**config.mk**
```make
export PLATFORM = sky130hd
export DESIGN_NAME = move_sequencer
export DESIGN_NICKNAME = d
export VERILOG_FILES = /design/src/rtl/move_sequencer.sv
export SDC_FILE = /design/constraint.sdc
export NUM_CORES = 1
export LEC_CHECK = 0
export CAP_MARGIN = 10
export CORE_MARGIN = 2
export CORE_UTILIZATION = 35
export DETAILED_ROUTE_END_ITERATION = 7
export GPL_TIMING_DRIVEN = 0
export SLEW_MARGIN = 20
export SYNTH_ARGS = -nofsm -noshare
export SYNTH_HDL_FRONTEND = slang
export SYNTH_SLANG_ARGS = --single-unit
export TNS_END_PERCENT = 10
```
**constraint.sdc**
```tcl
create_clock -name clock -period 6.1 [get_ports clock]
set_clock_uncertainty 0.15 [all_clocks]
set_input_delay 0.915 -clock clock [delete_from_list [all_inputs] [get_ports clock]]
set_output_delay 0.915 -clock clock [all_outputs]
set_load 0.02 [all_outputs]
```
**src/rtl/move_sequencer.sv**
```systemverilog
// Queues cube move codes from the solver and issues them one at a time to the
// stepper move stage, holding each code for the full move plus a settle pause.
//
// state     | meaning
// IDLE      | waiting for run and a queued move
// START     | latch head code onto next_move, pop, pulse move_start
// WAIT_ACK  | waiting for move_done to fall (bounded by ACK_TIMEOUT)
// WAIT_DONE | move in progress, waiting for move_done to rise
// PAUSE     | settle time after a completed move
`timescale 1ns/1ps
module move_sequencer #(
  parameter int DEPTH        = 16,
  parameter int PAUSE_CYCLES = 1000000,
  parameter int ACK_TIMEOUT  = 4000000
) (
  input  logic                    clock,
  input  logic                    reset,
  input  logic [3:0]              move_in,
  input  logic                    move_valid,
  output logic                    move_ready,
  input  logic                    run,
  input  logic                    flush,
  output logic [3:0]              next_move,
  output logic                    move_start,
  input  logic                    move_done,
  output logic                    busy,
  output logic [$clog2(DEPTH):0]  count,
  output logic                    bad_move,
  output logic                    stall
);

  localparam int AW = $clog2(DEPTH);
  localparam int PW = $clog2(PAUSE_CYCLES + 1);
  localparam int TW = $clog2(ACK_TIMEOUT + 1);
  localparam logic [AW:0]   FULL       = (AW + 1)'(DEPTH);
  localparam logic [PW-1:0] PAUSE_LOAD = PW'(PAUSE_CYCLES);
  localparam logic [TW-1:0] ACK_LOAD   = TW'(ACK_TIMEOUT - 1);

  typedef enum logic [2:0] {IDLE, START, WAIT_ACK, WAIT_DONE, PAUSE} state_t;

  state_t        state;
  logic [3:0]    mem [DEPTH];
  logic [AW-1:0] wr_ptr;
  logic [AW-1:0] rd_ptr;
  logic [PW-1:0] pause_cnt;
  logic [TW-1:0] ack_cnt;
  logic          accept;
  logic          legal;
  logic          illegal;
  logic          push;
  logic          pop;

  assign move_ready = (count != FULL) && !flush;
  assign accept     = move_valid && move_ready;
  assign legal      = (move_in >= 4'd2) && (move_in <= 4'd13);
  assign illegal    = (move_in <= 4'd1) || (move_in == 4'd14);
  assign push       = accept && legal;
  assign pop        = (state == START);
  assign busy       = (state != IDLE);

  always_ff @(posedge clock) begin
    if (push) mem[wr_ptr] <= move_in;
  end

  always_ff @(posedge clock or posedge reset) begin
    if (reset) begin
      wr_ptr   <= '0;
      rd_ptr   <= '0;
      count    <= '0;
      bad_move <= 1'b0;
    end else if (flush) begin
      wr_ptr   <= '0;
      rd_ptr   <= '0;
      count    <= '0;
      bad_move <= 1'b0;
    end else begin
      if (push) wr_ptr <= wr_ptr + 1'b1;
      if (pop)  rd_ptr <= rd_ptr + 1'b1;
      if (push && !pop)
        count <= count + 1'b1;
      else if (pop && !push && count != '0)
        count <= count - 1'b1;
      if (accept && illegal) bad_move <= 1'b1;
    end
  end

  always_ff @(posedge clock or posedge reset) begin
    if (reset) begin
      state      <= IDLE;
      next_move  <= 4'hF;
      move_start <= 1'b0;
      pause_cnt  <= '0;
      ack_cnt    <= '0;
      stall      <= 1'b0;
    end else begin
      move_start <= 1'b0;
      if (flush) stall <= 1'b0;
      case (state)
        // a flush on this edge empties the FIFO, so do not commit to a START
        IDLE: if (run && count != '0 && !flush) state <= START;
        START: begin
          next_move  <= mem[rd_ptr];
          move_start <= 1'b1;
          ack_cnt    <= ACK_LOAD;
          state      <= WAIT_ACK;
        end
        WAIT_ACK: begin
          if (!move_done) begin
            state <= WAIT_DONE;
          end else if (ack_cnt == '0) begin
            stall <= 1'b1;
            state <= IDLE;
          end else begin
            ack_cnt <= ack_cnt - 1'b1;
          end
        end
        WAIT_DONE: begin
          if (move_done) begin
            pause_cnt <= PAUSE_LOAD;
            state     <= PAUSE;
          end
        end
        PAUSE: begin
          if (pause_cnt != '0) pause_cnt <= pause_cnt - 1'b1;
          if (pause_cnt <= PW'(1)) state <= IDLE;
        end
        default: state <= IDLE;
      endcase
    end
  end

endmodule

```
==> summary.md <==
| Metric | Value |
|---|---|
| Outcome | finished, final reports clean |
| Vias in the first global route | 4290 |
| Worst Hold Class | reg -> reg |
| Post-route setup slack | 1.879 ns |
| Max rail drop VDD | 0.3000 mV |
| Min cycle time layout | 4.221 ns |
| DRT Wirelength | 13.02 mm |
| CTS Buffer Depth | 2 |
| FF+latch count, synth | 129 |
| Number of vias per cell | 5.268 |
| Hold WS | 0.3279 ns |
| Clk root buf | clkbuf_16 |
| GR Overflow Total | 0 |
| Setup violations, final | 0 |
| Initial Util | 35.63% |
| GP Congestion | 0.8053 |
| Largest net degree at the start of global routing | 35 |
| Wire length per cell | 16.46 µm |
| WP data arrival | 4.36 ns |
| Sink Count | 129 |
| Top_reg_cell synth | edfxtp_1 |
| Fmax | 236.9 MHz |
| Cell Area, Placed | 6676 µm² |
| Final core utilization | 42.18% |
| Crit path kind | in -> reg |
| Die height | 136.5 µm |
| Worst path required time | 6.24 ns |
| Clock transition at path regs | 0.06 ns |
| Most used cell, CP | a21oi_1 |
| Slowest stage delay, CP | 0.88 ns |
| Final ANT Viol Nets | 0 |
| Critical Path Start Type | primary input |
| Die width | 136.5 µm |
| Slew HR | 35.28% |
| Seq pwr share | 39.4% |
| Seq/Total Area, Yosys | 57.85% |
| Mapped cell area | 6142 µm² |
| Initial DRC count | 310 |
| Clk_lat worst skew | 0.42 ns |
| DRC | 0 |
| Mapped Cells | 510 |
| Total GRT Usage | 15.48% |
| Setup slack at placement | 1.465 ns |
| Leakage | 0.002636 µW |
| RSZ-0062 raised after global routing | no |
| Antenna diodes | 0 |
| Routed via count | 4167 |
| Sw Ratio | 31.50% |
| Switching pwr | 887.8 µW |
| First-pass DRT Iterations | 5 |
| Layout cells sized above 1 | 13.43% |
| Final count of pins violating max slew | 0 |
| Post-synth EDFFs | 64 |
| Logic pwr share | 24.9% |
| Slowest cell on crit path | clkdlybuf4s50_1 |
| Power Internal | 1931 µW |
| Htree depth | 4 |
| Hold_buf cts | 0 |
| Hold depth | 2 |
| IO buf count | 23 |
| Yosys warns | 0 |
| Post_cts resized | 0 |
| Async set-reset flop share out of synthesis | 50.39% |
| Setup TNS | 0 ns |
| P per Cell Area | 387.7 nW/µm² |
| DIE AREA | 18620 µm² |
| Critical path capture point type | register |
| FF-to-FF path depth | 12 |
| Max-cap violations | 0 |
| Global-route wire length before repair | 21.96 mm |
| Core ar. | 17240 µm² |
| Number of buffers created by CTS | 17 |
| Distinct cells, synth | 62 |
| Top-level I/O count | 24 |
| Post-CTS setup buffers | 0 |
| Worst Tran Pin Value | 0.9634 ns |
| Cell area after layout | 7271 µm² |
| Detail Placement HPWL | 9.088 mm |
| Critical Path Fanout Max | 18 |
| Final Cycle Share | 69.19% |
| Syn-to-layout area delta | 18.37% |
| Net Count, Synth | 533 |
| Final net count | 576 |
| Sequence of cells on the critical path | clkdlybuf4s50_1 -> or3_1 -> and3_1 -> and2_0 -> clkbuf_1 -> nand2_1 -> fa_1 -> a21o_1 -> a21oi_1 -> nor3_1 -> o311ai_0 -> a21oi_1 |
| Mean post-synth cell area | 12.04 µm² |
| CTS tree | built |
| Std-Cell Rows | 48 |
| Hold Fails Final Rpt | 0 |
| Clock share of power | 35.6% |
| Initial antenna violation count | 0 |
[Yosys cell counts, types with 2 or more instances]
| library cell | instances | share of area (%) |
|---|---|---|
| buf_2 | 6 | 0.49 |
| nor2_1 | 53 | 3.2 |
| mux2i_1 | 10 | 1.6 |
| edfxtp_1 | 64 | 31 |
| dfstp_2 | 4 | 1.7 |
| or4_4 | 2 | 0.37 |
| a21oi_1 | 13 | 1.1 |
| or3_1 | 12 | 1.2 |
| a311oi_1 | 2 | 0.29 |
| nand4_1 | 8 | 0.81 |
| or4_1 | 8 | 0.98 |
| a21o_1 | 2 | 0.24 |
| or2_2 | 5 | 0.51 |
| nand2_1 | 50 | 3.1 |
| o31ai_1 | 2 | 0.24 |
| o211ai_1 | 10 | 1.2 |
| dfrtp_1 | 61 | 25 |
| a22o_1 | 2 | 0.29 |
| o21ai_0 | 10 | 0.81 |
| nand4b_1 | 3 | 0.43 |
| mux4_2 | 14 | 5.1 |
| clkbuf_1 | 13 | 0.79 |
| xor2_1 | 22 | 3.1 |
| clkinv_1 | 2 | 0.12 |
| nand3_1 | 25 | 2.0 |
| a31oi_1 | 4 | 0.41 |
| inv_1 | 11 | 0.67 |
| nand2b_1 | 4 | 0.41 |
| a2111oi_0 | 2 | 0.29 |
| nor4_1 | 12 | 1.2 |
| nor3_1 | 15 | 1.2 |
| and3_1 | 4 | 0.41 |
| ha_1 | 12 | 2.4 |
| o2111ai_1 | 3 | 0.43 |
| a211oi_1 | 4 | 0.49 |
| nand3b_1 | 2 | 0.24 |
| xnor2_1 | 9 | 1.3 |
[layout by cell type (no fill, tap or decap), drive strengths merged, types with 3 or more instances in the layout]
cell           count
a211oi             5
a21oi             13
a31oi              4
and3               4
buf                8
clkbuf            31
clkdlybuf4s50     23
clkinv             8
dfrtp             61
dfstp              4
edfxtp            64
ha                12
inv               15
mux2i             10
mux4              14
nand2             50
nand2b             4
nand3             25
nand4              8
nand4b             4
nor2              53
nor3              16
nor4              14
o2111ai            3
o211ai            11
o21ai             11
or2                5
or3               12
or4               10
xnor2              9
xor2              22
[final cells by class]
class                   count  area (µm²)
multi-input cells         348        2457
repair buffers             24       250.2
clock buffers              18       439.2
clock inverters            14       155.1
inverters                  13       51.30
plain buffers              20       82.58
well taps                 225       281.5
flip-flops and latches    129        3553
fillers                  1582        9966
[kinds of logic after synthesis]
kind of cell,share of synthesized area [%]
and+or+nand+nor,18.90
DFF,57.85
AOI/OAI and AO/OA,6.967
buffers and inverters,2.139
xor gates and xnor gates,4.420
muxes,6.946
adders and majority gates,2.770
[worst max-delay path: cells and delay by family]
family | cells | cell delay, ns
buffers and inverters | 2 | 1.13
and+or+nand+nor | 5 | 0.99
adders and majority gates | 1 | 0.47
AOI/OAI and AO/OA | 4 | 0.86
[worst paths after layout]
path / endpoint / slack (ns) / from
setup / recovery: count[4]$_DFFE_PP0P_ / 1.88 / move_in[2]
hold / removal: next_move[0]$_DFFE_PP1P_ / 0.33 / next_move[0]$_DFFE_PP1P_
setup reg to reg: count[4]$_DFFE_PP0P_ / 2.67 / state[0]$_DFFE_PP0P_
hold reg to reg: next_move[0]$_DFFE_PP1P_ / 0.33 / next_move[0]$_DFFE_PP1P_
max in group asynchronous: ack_cnt[16]$_DFFE_PP0P_ / 4.57 / reset
min in group asynchronous: wr_ptr[1]$_DFFE_PP0P_ / 0.70 / reset
[flip-flops by register name (all words and copies together) (netlist names), 3 cells and up]
signal	count
wr_ptr	4
mem	64
count	5
ack_cnt	22
next_move	4
rd_ptr	4
state	3
pause_cnt	20
[power by group through the flow]
stage / sequential, µW / combinational, µW / clock, µW
5_1_grt: 1130 / 785 / 1070
2_1_floorplan: 1140 / 463 / 0
3_5_place_dp: 1130 / 707 / 0
6_report: 1110 / 703 / 1000
4_1_cts: 1110 / 710 / 1030
3_3_place_gp: 1120 / 689 / 0
[through the flow]
step | cells | total power [µW]
floorplan | 510 | 1604
global placement | 758 | 1810
detailed placement | 759 | 1834
CTS | 791 | 2847
global route | 791 | 2983
finish | 791 | 2819
[per-layer routing]
| layer | global-route usage [%] | up-vias | wire [µm] |
|---|---|---|---|
| met5 | 0 | - | 0 |
| met4 | 4.514 | 0 | 116 |
| met3 | 4.251 | 11 | 418 |
| met2 | 25.56 | 57 | 6618 |
| met1 | 19.91 | 2107 | 5864 |
| li1 | - | 1992 | - |
Note: power is estimated with default switching activity, not from simulation.
